<file path="src/rtl/id_exe_reg.sv">
// ID/EXE pipeline register: one-cycle capture of decoded instruction fields with
// stall (freeze), squash (flush) and a saturating count of inserted bubbles.
module id_exe_reg #(
    parameter int unsigned DATA_W = 32
) (
    input  logic              clk,
    input  logic              rst,
    input  logic              freeze,
    input  logic              flush,
    input  logic              valid_in,
    input  logic [DATA_W-1:0] pc_in,
    input  logic [DATA_W-1:0] val_rn_in,
    input  logic [DATA_W-1:0] val_rm_in,
    input  logic [11:0]       shift_operand_in,
    input  logic              imm_in,
    input  logic [23:0]       signed_imm24_in,
    input  logic [3:0]        dest_in,
    input  logic [3:0]        src1_in,
    input  logic [3:0]        src2_in,
    input  logic [3:0]        exe_cmd_in,
    input  logic              mem_r_en_in,
    input  logic              mem_w_en_in,
    input  logic              wb_en_in,
    input  logic              b_in,
    input  logic              s_in,
    input  logic [3:0]        status_in,
    output logic              valid_out,
    output logic [DATA_W-1:0] pc_out,
    output logic [DATA_W-1:0] val_rn_out,
    output logic [DATA_W-1:0] val_rm_out,
    output logic [11:0]       shift_operand_out,
    output logic              imm_out,
    output logic [23:0]       signed_imm24_out,
    output logic [3:0]        dest_out,
    output logic [3:0]        src1_out,
    output logic [3:0]        src2_out,
    output logic [3:0]        exe_cmd_out,
    output logic              mem_r_en_out,
    output logic              mem_w_en_out,
    output logic              wb_en_out,
    output logic              b_out,
    output logic              s_out,
    output logic [3:0]        status_out,
    output logic [7:0]        bubble_cnt
);

    typedef struct packed {
        logic              valid;
        logic [DATA_W-1:0] pc;
        logic [DATA_W-1:0] val_rn;
        logic [DATA_W-1:0] val_rm;
        logic [11:0]       shift_operand;
        logic              imm;
        logic [23:0]       signed_imm24;
        logic [3:0]        dest;
        logic [3:0]        src1;
        logic [3:0]        src2;
        logic [3:0]        exe_cmd;
        logic              mem_r_en;
        logic              mem_w_en;
        logic              wb_en;
        logic              b;
        logic              s;
        logic [3:0]        status;
    } stage_t;

    stage_t     stage_in;
    stage_t     stage_d, stage_q;
    logic [7:0] bubble_cnt_d, bubble_cnt_q;
    logic [7:0] bubble_cnt_inc;

    always_comb begin
        stage_in.valid         = valid_in;
        stage_in.pc            = pc_in;
        stage_in.val_rn        = val_rn_in;
        stage_in.val_rm        = val_rm_in;
        stage_in.shift_operand = shift_operand_in;
        stage_in.imm           = imm_in;
        stage_in.signed_imm24  = signed_imm24_in;
        stage_in.dest          = dest_in;
        stage_in.src1          = src1_in;
        stage_in.src2          = src2_in;
        stage_in.exe_cmd       = exe_cmd_in;
        stage_in.mem_r_en      = mem_r_en_in;
        stage_in.mem_w_en      = mem_w_en_in;
        stage_in.wb_en         = wb_en_in;
        stage_in.b             = b_in;
        stage_in.s             = s_in;
        stage_in.status        = status_in;
    end

    assign bubble_cnt_inc = (bubble_cnt_q == 8'hFF) ? bubble_cnt_q : bubble_cnt_q + 8'd1;

    // Flush wins over freeze so a taken branch can squash a stalled instruction.
    always_comb begin
        stage_d      = stage_q;
        bubble_cnt_d = bubble_cnt_q;
        if (flush) begin
            stage_d      = '0;
            bubble_cnt_d = bubble_cnt_inc;
        end else if (!freeze) begin
            stage_d = stage_in;
            if (!valid_in) begin
                // Invalid slot must not have side effects downstream.
                stage_d.mem_r_en = 1'b0;
                stage_d.mem_w_en = 1'b0;
                stage_d.wb_en    = 1'b0;
                stage_d.b        = 1'b0;
                stage_d.s        = 1'b0;
                bubble_cnt_d     = bubble_cnt_inc;
            end
        end
    end

    always_ff @(posedge clk) begin
        if (rst) begin
            stage_q      <= '0;
            bubble_cnt_q <= 8'd0;
        end else begin
            stage_q      <= stage_d;
            bubble_cnt_q <= bubble_cnt_d;
        end
    end

    assign valid_out         = stage_q.valid;
    assign pc_out            = stage_q.pc;
    assign val_rn_out        = stage_q.val_rn;
    assign val_rm_out        = stage_q.val_rm;
    assign shift_operand_out = stage_q.shift_operand;
    assign imm_out           = stage_q.imm;
    assign signed_imm24_out  = stage_q.signed_imm24;
    assign dest_out          = stage_q.dest;
    assign src1_out          = stage_q.src1;
    assign src2_out          = stage_q.src2;
    assign exe_cmd_out       = stage_q.exe_cmd;
    assign mem_r_en_out      = stage_q.mem_r_en;
    assign mem_w_en_out      = stage_q.mem_w_en;
    assign wb_en_out         = stage_q.wb_en;
    assign b_out             = stage_q.b;
    assign s_out             = stage_q.s;
    assign status_out        = stage_q.status;
    assign bubble_cnt        = bubble_cnt_q;

endmodule

</file>
<file path="config.mk">
export PLATFORM = sky130hd
export DESIGN_NAME = id_exe_reg
export DESIGN_NICKNAME = d
export VERILOG_FILES = /design/src/rtl/id_exe_reg.sv
export SDC_FILE = /design/constraint.sdc
export NUM_CORES = 1
export LEC_CHECK = 0
export CAP_MARGIN = 10
export CORE_AREA = 8 8 129 131
export CTS_CLUSTER_SIZE = 28
export DETAILED_ROUTE_END_ITERATION = 10
export DIE_AREA = 0 0 137 139
export PLACE_DENSITY = 0.85
export SLEW_MARGIN = 30
export SYNTH_ARGS = -nofsm -noshare
export SYNTH_HDL_FRONTEND = slang
export SYNTH_SLANG_ARGS = --single-unit
</file>
<file path="constraint.sdc">
create_clock -name clk -period 3.35 [get_ports clk]
set_input_delay 0.5025 -clock clk [delete_from_list [all_inputs] [get_ports clk]]
set_output_delay 0.5025 -clock clk [all_outputs]
set_load 0.01 [all_outputs]
</file>
### Word level (Yosys, flattened, before mapping)

Cells that the tools add are included.

* output and inout bits: 167
* register bits: 167
* input bits: 163

* mux-type cells: 5
* reduce and logical (&&, ||, !) cells: 2
* eq/ne operators: 3
* add/subtract/negate cells: 1

Operator list (count)
* 8-bit two-way mux: 4
* 8-bit by 1-bit adder with 8-bit output, second input constant: 1
* 8-bit equality test, second input constant: 1
* 5-bit two-way mux: 1
* 2-bit by 1-bit != test with 1-bit output, second input constant: 1
* 2-bit != test, second input constant: 1
* 2-bit AND reduction: 1
* 2-bit OR reduction: 1

### Depth between registers and ports, before layout

Gate-level depths: netlist (run 1).

* word-level depth: 5
* gate-level depth with buffers: 6
* gate-level depth less buffers: 5

### Least setup slack after synthesis (run 1)

OpenSTA, ideal clock, no wires.

* path kind: input to register
* start: in rst
* end: reg stage_q, in the netlist pc_out[10]
* cell stages on the path: 6
* setup slack: 1.879 ns
* arrival: 1.406 ns
* cells stage by stage: buf_2 > or2_1 > buf_2 > buf_2 > buf_2 > nor2_1

* longest elaborated chain between the ends: 1

Ends and longest elaborated chain
* start, declared: line 7 `input logic rst,`
* 2-bit OR reduction (no source line)
* end signal, assigned: line 120 `stage_q <= stage_d;`
* end, declared: line 68 `stage_t stage_d, stage_q;`

No other way between the ends.
A chain may end at the register's enable or synchronous reset.

### Worst setup path after layout (run 1)

* start: reg bubble_cnt_q[3] (netlist: bubble_cnt[3])
* end: out bubble_cnt[3]

RTL lines
* start, declared: line 69 `logic [7:0] bubble_cnt_d, bubble_cnt_q;`
* start signal, assigned: line 121 `bubble_cnt_q <= bubble_cnt_d;`
* end, declared: line 44 `output logic [7:0] bubble_cnt`

No word-level cell between the ends.

==> summary.txt, run 1 <==
Routing
  – Routed wire length on met2: 9.19 mm
  – Post-route met1 wirelength: 7.09 mm
  – Routed met3 length: 2.28 mm
  – Residual DRC: 0
  – Top metal layer carrying routed signals: met4
  – Via-to-Cell Ratio: 4.73
  – Final Routed Wirelength: 18.9 mm
  – Number of design-rule violations left by the first detailed-router iteration: 181
  – Average wire per cell in the routed design: 17.6 microns
  – Remaining antenna violation count: 0
  – Routed vias: 5093
  – Number of iterations in the first detailed-routing pass: 5

Final layout
  – Non-filler cells in the finished layout: 1076
  – Most common cell after layout, fill and taps aside: clkdlybuf4s50_1
  – Final instance area: 9960 sq um
  – Fraction of layout instances using a drive strength above 1: 4.95%
  – Count of inserted antenna diode cells: 0
  – Area growth from synthesis to layout: 65.9%
  – Fraction of the core area covered by cells at the end of the flow: 67.5%
  – Top library cells by usage in the layout, fill and taps aside: clkdlybuf4s50_1 (328), dfxtp_1 (167), nor2_1 (166)
  – Fill cell count: 1129
  – Area of all sequential standard cells: 3340 sq um
  – Multi-input gate area: 2420 sq um
  – Net total in the final layout: 1039

Synthesis
  – Synth unique cells: 24
  – Register area share after synthesis: 55.7%
  – Async set-or-reset flop fraction in the synthesized netlist: 0%
  – Number of enable flip-flop cells after synthesis: 0
  – Post-Syn Area: 6000 sq um
  – Total of flip-flops plus latches after synthesis: 167
  – Average size of a mapped cell: 10.8 sq um
  – Synth Warn #: 0
  – Most used flip-flop cell after synthesis: dfxtp_1
  – Gate count of the mapped netlist: 556
  – Post-Syn Nets: 720

CTS
  – Clock input transition at the sequential cells of the worst setup and hold paths: 60 ps
  – Clock H-tree levels: 4
  – Clock latency at the later pin of the worst-skew pair: 420 ps
  – Resized Gates After CTS: 0
  – CTS Buffer Depth: 2
  – Number of clock sinks: 167
  – Clock buffer count from CTS: 17
  – CTS Root Buffer Type: clkbuf_16
  – Hold-fix buffers at CTS: 0
  – CTS tree: done
  – Setup Fix Bufs, Post-CTS: 0

STA
  – Final worst hold slack: 491 ps
  – Maximum clock frequency: 0.516 GHz
  – Transition time at the pin with the least slew margin: 700 ps
  – Finish-stage setup viols: 0
  – Max transition margin: 53.3%
  – Final critical-path setup slack: 1410 ps
  – Final count of pins violating max slew: 0
  – Crit path time final: 1940 ps
  – Final clock period utilization by the worst path: 57.8%
  – Number of endpoints with negative hold slack in the final report: 0
  – Clock tree skew after final layout: 3.94 ps
  – RSZ-0062 raised after global routing: false
  – Summed negative setup slack over all endpoints: 0 ps

Global route
  – Wire length of the first global-routing pass: 28.9 mm
  – Final global-route overflow total: 0
  – Largest net degree at the start of global routing: 69
  – Aggregate global-route resource usage: 19.5%
  – Vias in the first global route: 5302
  – Initial antenna violation count: 0

Worst setup path
  – Worst path cell trace: clkdlybuf4s50_1
  – Critical path launch point: bubble_cnt[3]$_SDFFE_PP0P_
  – Largest incremental delay on the critical path: 600 ps
  – Endpoint of the most critical register-to-register path: bubble_cnt[1]$_SDFFE_PP0P_
  – Cell type group with the largest total delay on the critical path: buffers and inverters
  – CP endpoint: bubble_cnt[3]
  – Internal reg-to-reg setup slack: 1780 ps
  – CP max stage cell: clkdlybuf4s50_1
  – Start of the worst register-to-register path: bubble_cnt[0]$_SDFFE_PP0P_
  – Logic depth of the worst register-to-register path: 5
  – Critical path buffer and inverter count: 1
  – Max Fanout on Critical Path: 4
  – Worst Path Required: 2850 ps
  – Data arrival time at the worst-slack endpoint: 1430 ps
  – Critical path start-end classification: reg2out
  – Path length in cells of the critical path: 1
  – Endpoint kind of the worst setup timing path: output pin
  – Launching element type of the critical path: register

Power
  – Leakage: 4.10 nW
  – Peak supply drop: 0.294 mV
  – Power density over the cells: 455 nW/um^2
  – Total design power: 4.53 mW

Status
  – Result of the run: complete, no violations

Placed design
  – Worst slack after detailed placement: 1020 ps
  – # placed instances: 1044
  – Final estimated routing congestion in global placement: 0.780
  – Detailed placer's ending HPWL: 14.4 mm
  – Count of port buffers added during placement: 329
  – Placed instance area: 9390 sq um

Die
  – Floorplan die height: 139 microns
  – Die Footprint: 19000 sq um
  – X dimension of the die: 137 microns
  – IO Count: 330
  – Core Rows: 45
  – Initial Util: 40.7%
  – Area of the placeable core: 14800 sq um

Hold path
  – Tightest Hold Check Type: reg2reg

Flow run
  – Reported max-cap violation count: 0
-- kinds of logic (layout without fill, tap and decap cells) --
kind of cell | Yosys count | in the layout | synth area share (%)
DFF | 167 | 167 | 55.7
AOI/OAI and AO/OA | 14 | 14 | 1.92
adders and majority gates | 1 | 1 | 0.208
muxes | 155 | 155 | 25.8
xor gates and xnor gates | 5 | 5 | 0.730
buffers and inverters | 37 | 369 | 4.07
and+or+nand+nor | 177 | 177 | 11.5
-- layer usage --
metal,global-route usage (%),vias to the layer above
li1,-,2485
met1,20.1,2351
met2,33.5,230
met3,9.20,27
met4,6.75,0
met5,0,-
-- sequential cells by signal, summed over array words and instances (netlist names), 4 cells and up --
name,flops
exe_cmd_out,4
src1_out,4
dest_out,4
signed_imm24_out,24
shift_operand_out,12
status_out,4
val_rm_out,32
pc_out,32
src2_out,4
val_rn_out,32
bubble_cnt,8
-- synthesized netlist by cell type, types with 2 or more instances --
master	count	area share, %
and3_1	2	0.21
dfxtp_1	167	56
buf_6	10	1.9
nor2_1	166	10
xor2_1	5	0.73
o211ai_1	2	0.25
o21ai_0	2	0.17
a22oi_1	5	0.63
a21oi_1	2	0.17
nand2_1	2	0.13
nor2b_1	2	0.21
buf_2	21	1.8
mux2i_1	155	26
clkbuf_1	5	0.31
-- power by group --
group          internal [mW]  leakage (nW)  switching [mW]
clock network           1.05         0.260           0.784
registers               2.05          1.36          0.0361
logic                  0.378          2.47           0.228
-- layout make-up --
cell class	count	share of cell area [%]
timing repair buffer	337	34.1
sequential	167	33.6
tap	188	2.36
multi-input combinational	352	24.3
clock inverter	9	0.679
clock buffer	23	5.00
-- worst min-delay path by stage --
stage	start	to	slack (ps)	cells after the start
2_1_floorplan	bubble_cnt[7]$_SDFFE_PP0P_	bubble_cnt[7]$_SDFFE_PP0P_	530	2
3_3_place_gp	shift_operand_out[10]$_SDFFE_PP0N_	shift_operand_out[10]$_SDFFE_PP0N_	470	2
3_5_place_dp	val_rm_out[14]$_SDFFE_PP0N_	val_rm_out[14]$_SDFFE_PP0N_	480	2
4_1_cts	val_rm_out[14]$_SDFFE_PP0N_	val_rm_out[14]$_SDFFE_PP0N_	500	2
5_1_grt	val_rm_out[18]$_SDFFE_PP0N_	val_rm_out[18]$_SDFFE_PP0N_	520	2
6_report	val_rm_out[4]$_SDFFE_PP0N_	val_rm_out[4]$_SDFFE_PP0N_	490	2
No activity file was read; power rests on OpenSTA's default activity.
==> run 2: changes to the inputs <==
--- a/config.mk
+++ b/config.mk
@@ -6,11 +6,11 @@
 export NUM_CORES = 1
 export LEC_CHECK = 0
 export CAP_MARGIN = 10
-export CORE_AREA = 8 8 129 131
+export CORE_AREA = 8 8 140 142
 export CTS_CLUSTER_SIZE = 28
 export DETAILED_ROUTE_END_ITERATION = 10
-export DIE_AREA = 0 0 137 139
-export PLACE_DENSITY = 0.85
+export DIE_AREA = 0 0 148 150
+export PLACE_DENSITY = 0.76
 export SLEW_MARGIN = 30
 export SYNTH_ARGS = -nofsm -noshare
 export SYNTH_HDL_FRONTEND = slang
==> constraint.sdc (replaced) <==
create_clock -name clk -period 1.75 [get_ports clk]
set_input_delay 0.2625 -clock clk [delete_from_list [all_inputs] [get_ports clk]]
set_output_delay 0.2625 -clock clk [all_outputs]
set_load 0.01 [all_outputs]
==> run 2 against run 1 <==
Against the previous run: critical path depth unchanged; count of clock-buffer cells in the layout decreased by 4; power increased by 94%; clock power increased by 96%; die area increased by 17%; non-clock buffer count increased by 4; sequential power increased by 91%; register-to-register slack got worse by 1500 ps; worst setup slack got worse by 1300 ps; largest power group unchanged; first-iteration DRC count decreased by 18%; combinational power increased by 95%; final cell count increased by 4.2%.
==> summary.txt, run 2 (synthesis gave the netlist of run 1 again) <==
Worst setup path
  – Cell type group with the largest total delay on the critical path: buffers and inverters (unchanged)
  – Critical path buffer and inverter count: 1 (unchanged)
  – Critical path start-end classification: reg2out (unchanged)
  – Worst Path Required: 1490 ps (was 2850 ps)
  – Worst path cell trace: clkdlybuf4s50_1 (unchanged)
  – Logic depth of the worst register-to-register path: 5 (unchanged)
  – Data arrival time at the worst-slack endpoint: 1420 ps (was 1430 ps)
  – Start of the worst register-to-register path: bubble_cnt[0]$_SDFFE_PP0P_ (unchanged)
  – Internal reg-to-reg setup slack: 250 ps (was 1780 ps)
  – CP max stage cell: clkdlybuf4s50_1 (unchanged)
  – Max Fanout on Critical Path: 5 (was 4)
  – Largest incremental delay on the critical path: 590 ps (was 600 ps)
  – Endpoint of the most critical register-to-register path: bubble_cnt[1]$_SDFFE_PP0P_ (unchanged)
  – Launching element type of the critical path: register (unchanged)
  – Endpoint kind of the worst setup timing path: output pin (unchanged)

CTS
  – Clock H-tree levels: 4 (unchanged)
  – Number of clock sinks: 167 (unchanged)
  – Clock buffer count from CTS: 17 (unchanged)
  – CTS tree: done (unchanged)
  – Resized Gates After CTS: 0 (unchanged)
  – Hold-fix buffers at CTS: 0 (unchanged)
  – Clock input transition at the sequential cells of the worst setup and hold paths: 70 ps (was 60 ps)
  – CTS Buffer Depth: 2 (unchanged)
  – Setup Fix Bufs, Post-CTS: 0 (unchanged)
  – Clock latency at the later pin of the worst-skew pair: 420 ps (about the same)
  – CTS Root Buffer Type: clkbuf_16 (unchanged)

Die
  – Floorplan die height: 150 microns (was 139 microns)
  – Initial Util: 34.2% (was 40.7%)
  – X dimension of the die: 148 microns (was 137 microns)
  – Area of the placeable core: 17500 sq um (was 14800 sq um)
  – Die Footprint: 22200 sq um (was 19000 sq um)
  – Core Rows: 49 (was 45)
  – IO Count: 330 (unchanged)

Power
  – Total design power: 8.77 mW (was 4.53 mW)
  – Leakage: 4.19 nW (was 4.10 nW)
  – Peak supply drop: 0.611 mV (was 0.294 mV)
  – Power density over the cells: 868 nW/um^2 (was 455 nW/um^2)

Final layout
  – Area growth from synthesis to layout: 68.4% (was 65.9%)
  – Fraction of layout instances using a drive strength above 1: 5.38% (was 4.95%)
  – Net total in the final layout: 1043 (was 1039)
  – Fraction of the core area covered by cells at the end of the flow: 57.6% (was 67.5%)
  – Top library cells by usage in the layout, fill and taps aside: clkdlybuf4s50_1 (325), dfxtp_1 (167), nor2_1 (166) (was clkdlybuf4s50_1 (328), dfxtp_1 (167), nor2_1 (166))
  – Non-filler cells in the finished layout: 1121 (was 1076)
  – Most common cell after layout, fill and taps aside: clkdlybuf4s50_1 (unchanged)
  – Fill cell count: 1558 (was 1129)
  – Count of inserted antenna diode cells: 0 (unchanged)

Global route
  – GRT busiest layer: met2 (unchanged)
  – Final global-route overflow total: 0 (unchanged)
  – Met3 layer usage reported by global route: 7.92% (was 9.20%)
  – GR met1 Demand/Resource: 17.9% (was 20.1%)
  – Initial antenna violation count: 0 (unchanged)
  – Wire length of the first global-routing pass: 28.9 mm (about the same)
  – Aggregate global-route resource usage: 16.7% (was 19.5%)
  – Vias in the first global route: 5169 (was 5302)
  – GR Layer Usage met2: 28.7% (was 33.5%)
  – Largest net degree at the start of global routing: 81 (was 69)

Routing
  – Via-to-Cell Ratio: 4.55 (was 4.73)
  – Final Routed Wirelength: 19.3 mm (was 18.9 mm)
  – Routed vias: 5096 (was 5093)
  – Average wire per cell in the routed design: 17.3 microns (was 17.6 microns)
  – Number of iterations in the first detailed-routing pass: 4 (was 5)
  – Residual DRC: 0 (unchanged)
  – Remaining antenna violation count: 0 (unchanged)
  – Number of design-rule violations left by the first detailed-router iteration: 148 (was 181)

STA
  – Final count of pins violating max slew: 0 (unchanged)
  – Transition time at the pin with the least slew margin: 392 ps (was 700 ps)
  – Finish-stage setup viols: 0 (unchanged)
  – Maximum clock frequency: 0.595 GHz
  – RSZ-0062 raised after global routing: false (unchanged)
  – Final clock period utilization by the worst path: 96.0%
  – Crit path time final: 1680 ps
  – Clock tree skew after final layout: 8.77 ps (was 3.94 ps)
  – Max transition margin: 73.9% (was 53.3%)
  – Summed negative setup slack over all endpoints: 0 ps (unchanged)
  – Number of endpoints with negative hold slack in the final report: 0 (unchanged)

Hold path
  – Hold depth: 3 (was 2)
  – Tightest Hold Check Type: in2reg (was reg2reg)
  – Endpoint with the worst hold slack: valid_out$_SDFFE_PP0N_ (was val_rm_out[4]$_SDFFE_PP0N_)
  – Startpoint of the worst hold path: freeze (was val_rm_out[4]$_SDFFE_PP0N_)

Placed design
  – Count of port buffers added during placement: 329 (unchanged)
  – Detailed placer's ending HPWL: 14.9 mm (was 14.4 mm)
  – Final estimated routing congestion in global placement: 0.746 (was 0.780)
  – # placed instances: 1089 (was 1044)

Status
  – Result of the run: complete, no violations (unchanged)

Flow run
  – Reported max-cap violation count: 0 (unchanged)
## run 2: changes by cell type in the layout (fill, tap and decap cells not counted), sizes merged
cell | before | now
bufinv | 0 | 1
dlymetal6s2s | 0 | 3
clkdlybuf4s50 | 328 | 325
buf | 8 | 12
inv | 1 | 4
clkbuf | 24 | 20
## run 2: metal layers
metal | up-vias | share of wire, %
met4 | 0 | 1.4
met1 | 2351 | 41
met5 | - | 0
met2 | 225 | 47
met3 | 18 | 11
li1 | 2502 | -
## run 2: where the power goes
group | leakage [nW] | total, mW | switching (mW) | internal (mW)
registers | 1.36 | 3.99 | 0.0653 | 3.93
clock network | 0.259 | 3.59 | 1.58 | 2.01
logic | 2.57 | 1.18 | 0.441 | 0.743
total | 4.19 | 8.77 | 2.09 | 6.68
## run 2: through the flow
stage | cell area, sq um | setup WS (ps) | hold WS, ps
after floorplan | 6000 | 297 | 406
after global placement | 9530 | 165 | 471
after detailed placement | 9530 | 142 | 477
after CTS | 10100 | 21.0 | 189
after global routing | 10100 | 8.01 | 216
final | 10100 | 69.1 | 209
## run 2: how the worst max path moves through the flow
stage | from | endpoint | slack, ps | depth (start not counted)
4_1_cts | bubble_cnt[5]$_SDFFE_PP0P_ | bubble_cnt[5] | 20 | 1
3_3_place_gp | valid_in | bubble_cnt[7]$_SDFFE_PP0P_ | 170 | 5
3_5_place_dp | valid_in | bubble_cnt[7]$_SDFFE_PP0P_ | 140 | 5
2_1_floorplan | bubble_cnt[0]$_SDFFE_PP0P_ | bubble_cnt[1]$_SDFFE_PP0P_ | 300 | 5
5_1_grt | bubble_cnt[4]$_SDFFE_PP0P_ | bubble_cnt[4] | 8 | 1
6_report | bubble_cnt[4]$_SDFFE_PP0P_ | bubble_cnt[4] | 70 | 1
## run 2: final cells by class
cell class	instances	area, sq um	area share, %
clock inverters	13	120	1.19
repair buffers	341	3490	34.6
multi-input cells	352	2420	23.9
clock buffers	19	443	4.38
flip-flops and latches	167	3340	33.1
well taps	229	287	2.84
==> run 3: changes to the inputs <==
--- a/config.mk
+++ b/config.mk
@@ -5,11 +5,11 @@
 export SDC_FILE = /design/constraint.sdc
 export NUM_CORES = 1
 export LEC_CHECK = 0
-export CAP_MARGIN = 10
 export CORE_AREA = 8 8 140 142
 export CTS_CLUSTER_SIZE = 28
 export DETAILED_ROUTE_END_ITERATION = 10
 export DIE_AREA = 0 0 148 150
+export GPL_ROUTABILITY_DRIVEN = 0
 export PLACE_DENSITY = 0.76
 export SLEW_MARGIN = 30
 export SYNTH_ARGS = -nofsm -noshare
==> results of run 3 <==
Same layout as run 2: the final DEF is identical, and so are final timing and power.
